[config.mk]
export PLATFORM = sky130hd
export DESIGN_NAME = hazard_stall_unit_flat
export DESIGN_NICKNAME = d
export VERILOG_FILES = /design/src/rtl/mips_pkg.sv /design/src/rtl/hazard_stall_unit_if.sv /design/src/rtl/hazard_src_decode.sv /design/src/rtl/hazard_stall_unit.sv /design/src/flat_wrapper.sv
export SDC_FILE = /design/constraint.sdc
export NUM_CORES = 1
export LEC_CHECK = 0
export CAP_MARGIN = 25
export CORE_UTILIZATION = 24
export CTS_BUF_LIST = sky130_fd_sc_hd__clkbuf_8
export DETAILED_ROUTE_END_ITERATION = 7
export PLACE_DENSITY_LB_ADDON = 0.3
export SLEW_MARGIN = 25
export SYNTH_ARGS = -nofsm -noshare
export SYNTH_HDL_FRONTEND = slang
export SYNTH_SLANG_ARGS = --single-unit
export TNS_END_PERCENT = 10
[constraint.sdc]
create_clock -name clk -period 2.06 [get_ports clk]
set_clock_uncertainty 0.2 [all_clocks]
set_input_delay 0.412 -clock clk [delete_from_list [all_inputs] [get_ports clk]]
set_output_delay 0.412 -clock clk [all_outputs]
set_load 0.005 [all_outputs]
[src/rtl/mips_pkg.sv]
// Decode constants and hazard FSM encoding shared by the issue-side hazard logic.
package mips_pkg;
  localparam logic [4:0] OP_LW = 5'b10000;
  localparam logic [4:0] OP_SW = 5'b10001;

  localparam int OP_MSB  = 18;
  localparam int OP_LSB  = 14;
  localparam int DST_MSB = 13;
  localparam int DST_LSB = 11;
  localparam int A_MSB   = 10;
  localparam int A_LSB   = 8;
  localparam int B_MSB   = 7;
  localparam int B_LSB   = 5;

  localparam logic [2:0] REG_ZERO = 3'd0;

  typedef enum logic [1:0] {
    HZ_RUN      = 2'd0,
    HZ_FLUSH    = 2'd1,
    HZ_MEM_WAIT = 2'd2
  } hz_state_e;
endpackage

[src/rtl/hazard_stall_unit_if.sv]
// Pipeline-side view of the hazard unit: decode/execute instructions, memory
// handshake and the resulting enables, flushes and statistics.
interface hazard_stall_unit_if #(
  parameter int CNT_W = 16
);
  logic [18:0]      IF_ID_instruction;
  logic [18:0]      ID_EX_instruction;
  logic             ex_redirect;
  logic             mem_req;
  logic             mem_ready;
  logic             pc_write;
  logic             if_id_write;
  logic             id_ex_bubble;
  logic             if_id_flush;
  logic             id_ex_flush;
  logic             mem_stall;
  logic [CNT_W-1:0] stall_count;
  logic [CNT_W-1:0] flush_count;

  modport master (
    output IF_ID_instruction, ID_EX_instruction, ex_redirect, mem_req, mem_ready,
    input  pc_write, if_id_write, id_ex_bubble, if_id_flush, id_ex_flush,
    input  mem_stall, stall_count, flush_count
  );

  modport slave (
    input  IF_ID_instruction, ID_EX_instruction, ex_redirect, mem_req, mem_ready,
    output pc_write, if_id_write, id_ex_bubble, if_id_flush, id_ex_flush,
    output mem_stall, stall_count, flush_count
  );
endinterface

[src/rtl/hazard_src_decode.sv]
// Which register fields of a decode-stage instruction are actually read.
module hazard_src_decode
  import mips_pkg::*;
(
  input  logic [18:0] instr_i,
  output logic        use_a_o,
  output logic        use_b_o,
  output logic        use_dst_o
);
  logic [4:0] op;
  logic       unused_fields;

  assign op            = instr_i[OP_MSB:OP_LSB];
  assign unused_fields = ^instr_i[DST_MSB:0];

  // op[4]=0 is the ALU group; op[3] selects its immediate form
  assign use_a_o   = !op[4] || (op == OP_LW) || (op == OP_SW);
  assign use_b_o   = !op[4] && !op[3];
  assign use_dst_o = (op == OP_SW);
endmodule

[src/rtl/hazard_stall_unit.sv]
// Load-use, redirect and data-memory wait handling for the issue stages,
// with saturating stall/flush statistics.
module hazard_stall_unit
  import mips_pkg::*;
#(
  parameter int FLUSH_CYCLES = 2,
  parameter int CNT_W        = 16
) (
  input logic               clk,
  input logic               rst_n,
  hazard_stall_unit_if.slave hz
);
  localparam logic [1:0] FLUSH_LOAD = 2'(FLUSH_CYCLES - 1);

  hz_state_e        state_q, state_d;
  logic [1:0]       fcnt_q, fcnt_d;
  logic [CNT_W-1:0] stall_cnt_q, flush_cnt_q;

  logic       use_a, use_b, use_dst, lu;
  logic       lu_stall, redirect_acc;
  logic       pc_write, if_id_write, id_ex_bubble, if_id_flush, id_ex_flush, mem_stall;
  logic [4:0] ex_op;
  logic [2:0] ex_dst, id_dst, id_a, id_b;
  logic       unused_ex;

  hazard_src_decode u_src_decode (
    .instr_i   (hz.IF_ID_instruction),
    .use_a_o   (use_a),
    .use_b_o   (use_b),
    .use_dst_o (use_dst)
  );

  assign ex_op     = hz.ID_EX_instruction[OP_MSB:OP_LSB];
  assign ex_dst    = hz.ID_EX_instruction[DST_MSB:DST_LSB];
  assign unused_ex = ^hz.ID_EX_instruction[A_MSB:0];
  assign id_dst    = hz.IF_ID_instruction[DST_MSB:DST_LSB];
  assign id_a      = hz.IF_ID_instruction[A_MSB:A_LSB];
  assign id_b      = hz.IF_ID_instruction[B_MSB:B_LSB];

  assign lu = (ex_op == OP_LW) && (ex_dst != REG_ZERO) &&
              ((use_a && id_a == ex_dst) || (use_b && id_b == ex_dst) ||
               (use_dst && id_dst == ex_dst));

  always_comb begin
    state_d      = state_q;
    fcnt_d       = fcnt_q;
    pc_write     = 1'b1;
    if_id_write  = 1'b1;
    id_ex_bubble = 1'b0;
    if_id_flush  = 1'b0;
    id_ex_flush  = 1'b0;
    mem_stall    = 1'b0;
    lu_stall     = 1'b0;
    redirect_acc = 1'b0;
    if (hz.mem_req && !hz.mem_ready) begin
      // whole pipe freezes; any pending flush count is simply held
      mem_stall   = 1'b1;
      pc_write    = 1'b0;
      if_id_write = 1'b0;
      state_d     = HZ_MEM_WAIT;
    end else if (hz.ex_redirect) begin
      if_id_flush  = 1'b1;
      id_ex_flush  = 1'b1;
      redirect_acc = 1'b1;
      fcnt_d       = FLUSH_LOAD;
      state_d      = (FLUSH_LOAD != 2'd0) ? HZ_FLUSH : HZ_RUN;
    end else if (state_q == HZ_FLUSH) begin
      if_id_flush = 1'b1;
      fcnt_d      = fcnt_q - 2'd1;
      state_d     = (fcnt_q == 2'd1) ? HZ_RUN : HZ_FLUSH;
    end else begin
      // RUN, or the release cycle of MEM_WAIT which resumes any held flush
      if (lu) begin
        lu_stall     = 1'b1;
        pc_write     = 1'b0;
        if_id_write  = 1'b0;
        id_ex_bubble = 1'b1;
      end
      state_d = (fcnt_q != 2'd0) ? HZ_FLUSH : HZ_RUN;
    end
    if (!rst_n) begin
      pc_write     = 1'b0;
      if_id_write  = 1'b0;
      id_ex_bubble = 1'b1;
      if_id_flush  = 1'b0;
      id_ex_flush  = 1'b0;
      mem_stall    = 1'b0;
    end
  end

  always_ff @(posedge clk) begin
    if (!rst_n) begin
      state_q     <= HZ_RUN;
      fcnt_q      <= 2'd0;
      stall_cnt_q <= '0;
      flush_cnt_q <= '0;
    end else begin
      state_q <= state_d;
      fcnt_q  <= fcnt_d;
      if ((lu_stall || mem_stall) && stall_cnt_q != '1)
        stall_cnt_q <= stall_cnt_q + 1'b1;
      if (redirect_acc && flush_cnt_q != '1)
        flush_cnt_q <= flush_cnt_q + 1'b1;
    end
  end

  assign hz.pc_write     = pc_write;
  assign hz.if_id_write  = if_id_write;
  assign hz.id_ex_bubble = id_ex_bubble;
  assign hz.if_id_flush  = if_id_flush;
  assign hz.id_ex_flush  = id_ex_flush;
  assign hz.mem_stall    = mem_stall;
  assign hz.stall_count  = stall_cnt_q;
  assign hz.flush_count  = flush_cnt_q;
endmodule

[src/flat_wrapper.sv]
// flat-port wrapper written by rule: the top's interface ports become plain ports
module hazard_stall_unit_flat import mips_pkg::*;
#(
  parameter int FLUSH_CYCLES = 2,
  parameter int CNT_W        = 16
)
  (clk, rst_n, hz_IF_ID_instruction, hz_ID_EX_instruction, hz_ex_redirect, hz_mem_req, hz_mem_ready, hz_pc_write, hz_if_id_write, hz_id_ex_bubble, hz_if_id_flush, hz_id_ex_flush, hz_mem_stall, hz_stall_count, hz_flush_count);
  hazard_stall_unit_if #(.CNT_W(CNT_W)) hz_i ();
  input logic clk;
  input logic rst_n;
  input wire logic [$bits(hz_i.IF_ID_instruction)-1:0] hz_IF_ID_instruction;
  input wire logic [$bits(hz_i.ID_EX_instruction)-1:0] hz_ID_EX_instruction;
  input wire logic [$bits(hz_i.ex_redirect)-1:0] hz_ex_redirect;
  input wire logic [$bits(hz_i.mem_req)-1:0] hz_mem_req;
  input wire logic [$bits(hz_i.mem_ready)-1:0] hz_mem_ready;
  output wire logic [$bits(hz_i.pc_write)-1:0] hz_pc_write;
  output wire logic [$bits(hz_i.if_id_write)-1:0] hz_if_id_write;
  output wire logic [$bits(hz_i.id_ex_bubble)-1:0] hz_id_ex_bubble;
  output wire logic [$bits(hz_i.if_id_flush)-1:0] hz_if_id_flush;
  output wire logic [$bits(hz_i.id_ex_flush)-1:0] hz_id_ex_flush;
  output wire logic [$bits(hz_i.mem_stall)-1:0] hz_mem_stall;
  output wire logic [$bits(hz_i.stall_count)-1:0] hz_stall_count;
  output wire logic [$bits(hz_i.flush_count)-1:0] hz_flush_count;
  assign hz_i.IF_ID_instruction = hz_IF_ID_instruction;
  assign hz_i.ID_EX_instruction = hz_ID_EX_instruction;
  assign hz_i.ex_redirect = hz_ex_redirect;
  assign hz_i.mem_req = hz_mem_req;
  assign hz_i.mem_ready = hz_mem_ready;
  assign hz_pc_write = hz_i.pc_write;
  assign hz_if_id_write = hz_i.if_id_write;
  assign hz_id_ex_bubble = hz_i.id_ex_bubble;
  assign hz_if_id_flush = hz_i.if_id_flush;
  assign hz_id_ex_flush = hz_i.id_ex_flush;
  assign hz_mem_stall = hz_i.mem_stall;
  assign hz_stall_count = hz_i.stall_count;
  assign hz_flush_count = hz_i.flush_count;
  hazard_stall_unit #(.FLUSH_CYCLES(FLUSH_CYCLES), .CNT_W(CNT_W)) u_core (.clk(clk), .rst_n(rst_n), .hz(hz_i));
endmodule
==> impl_metrics.yaml <==
cells_and_area:
  layoutNonFillerInstCount: 608
  fin_util_pct: 40.5
  n_antenna_cell: 0
  syn2layout_area_growth_pct: 64.4
  final_nets: 514
  drive_gt1_share_pct: 34.4
  final_common_cell: "buf_4"
  layout_common_cells: "buf_4 (71), dfxtp_1 (35), nor2_1 (34)"
  stdcell_area_sq_um: 4390
critical_path:
  cp.arrival_ps: 1620
  critPathRequiredTime_ps: 1450
  critical_path_class: "primary input to output pin"
  crit_fanout: 3
  reg2reg_slack_ps: 90
  r2r_start: "u_core.hz.stall_count[5]$_SDFFE_PN0P_"
  r2r_end: "u_core.hz.stall_count[7]$_SDFFE_PN0P_"
  worstRegToRegCells: 6
  end_kind: "output pin"
  worstSetupStartpointType: "primary input"
cts:
  cts_tree: "done"
  clk_pin_slew_worst_paths_ps: 80
  clk_latency_ps: 290
  cts_made_buffers: 5
  postCtsHoldBufs: 0
  clock-root-buffer: "clkbuf_8"
  clk_path_buf_depth: 2
  h-tree-depth: 2
  tritoncts_num_sinks: 36
synth:
  syn-cell-area_sq_um: 2670
  syn-num-nets: 380
  synth_area_leaders: "dfxtp_1 (27%), nor2_1 (5.2%), nand2_1 (4.2%)"
  synth_top_area_cell: "dfxtp_1"
  ys.warnings.count: 0
  synthFlopType: "dfxtp_1"
  synth_top_area_share_pct: 27.0
  yosysUniqueCellTypes: 50
  avgSynthCellArea_sq_um: 8.03
  synthCells: 333
  synthArstFlopShare_pct: 0
  synth-edff-count: 0
  seq_area_frac_synth_pct: 27.0
  ys_ff_latch: 36
timing:
  relSlewSlack_pct: 66.5
  timing.fmax_mhz: 448
  holdWs_ps: 295
  rsz0062_at_grt: "true"
  worstMarginPinSlew_ps: 498
  tns_ps: -498
  finalCritPeriodShare_pct: 108
  fin_crit_ps: 2230
  hold_viol_final: 0
  fin_ws_ps: -174
  setup_viol: 3
  maxSlewViolCount: 0
placed_design:
  gp_congestion: 0.789
  place_area_sq_um: 3920
  pre_cts_ws_ps: -991
  hpwl_um: 6480
  io_buffer_count: 64
  dp.cells: 582
detailed_routing:
  drc: 0
  ant_nets: 0
  wl_per_cell_um: 15.0
  first_iter_violations: 167
  drt-total-wl_um: 9090
  drt-pass1-iter-count: 6
  vias_per_cell: 5.14
  vias: 3126
status:
  violations: "negative setup slack"
  status: "finished with violations"
floorplanning:
  fp.coreArea_sq_um: 10800
  placementRows: 38
  initial_core_util_pct: 24.7
  die_y_um: 108
  die_w_um: 108
  ios: 81
  die-area_sq_um: 11600
grt:
  grt_pass1_vias: 3118
  grt_usage_pct: 15.9
  grt_overflow: 0
  grt_max_degree: 24
  grt_pass1_wl_um: 14600
  antenna_found_initial: 0
pwr:
  power_leakage_nw: 1.71
  power_density_nw_per_um2: 376
  finalPower_mw: 1.65
  vdd_drop_max_uv: 304
run:
  cap_violations: 0
min_path:
  min_path_type: "register to register"
  min-delay-start: "u_core.fcnt_q[1]$_SDFFE_PN0P_"
  min_to: "u_core.fcnt_q[1]$_SDFFE_PN0P_"
  hold_depth: 2
## layer usage
metal	share of wire, %	track usage (%)
met5	0	0
met3	4.4	2.66
met4	1.8	5.48
met1	43	18.4
met2	51	29.0
## sequential cells by signal (all words and copies together), names as in the netlist
register / flops
u_core.hz.flush_count: 16
u_core.hz.stall_count: 16
u_core.state_q: 2
u_core.fcnt_q: 2
## cell families (layout without fill, tap and decap cells)
logic type | count (synthesis) | in the layout | synth area share [%]
flops | 36 | 36 | 27.0
buf+inv | 27 | 162 | 4.54
simple gates | 162 | 162 | 33.1
compound gates | 73 | 73 | 21.2
mux | 15 | 15 | 7.16
xor+xnor | 16 | 16 | 5.24
fa+ha+maj | 4 | 4 | 1.87
## synth_stat cells (10+ instances only)
cell type and n:
a21oi_1 11, a31oi_1 11, clkbuf_1 13, dfxtp_1 36, nand2_1 30, nand3_1 19
nor2_1 37, nor3_1 10, xor2_1 12
## area by class of cell
type                    instances  area (sq um)
well taps                     140           175
clock inverters                 3          42.5
flip-flops and latches         36           722
clock buffers                   5          68.8
multi-input cells             270          2070
repair buffers                145          1280
fillers                      1127          6450
inverters                       9          33.8
## timing repair
action	4_1_cts	5_1_grt
buffers inserted	15	4
gates cloned	1	0
pin swaps	25	21
endpoints found under the setup margin	31	27
endpoints found under the hold margin	0	0
resized for setup	83	48
## worst max-delay path by stage
stage / startpoint / to / depth (start not counted)
final: hz_IF_ID_instruction[13] / hz_id_ex_bubble / 7
after global routing: hz_ID_EX_instruction[13] / hz_if_id_write / 8
after CTS: hz_IF_ID_instruction[5] / hz_id_ex_bubble / 8
after detailed placement: hz_ID_EX_instruction[13] / hz_if_id_write / 8
after global placement: hz_ID_EX_instruction[13] / hz_if_id_write / 8
after floorplan: hz_ID_EX_instruction[13] / hz_id_ex_bubble / 6
## worst max-delay path: stages
cell and delay, ps:
dlygate4sd2_1 260, xor2_2 160, nor4_4 290, o2111a_2 280, nor2_4 60, nand2_2 70, buf_6 90
## power breakdown
group	switching [mW]	leakage [nW]	internal (mW)
Sequential	0.00680	0.292	0.707
Clock	0.286	0.0541	0.359
Combinational	0.144	1.36	0.148
Total	0.437	1.71	1.21
No activity file was read; power rests on OpenSTA's default activity.
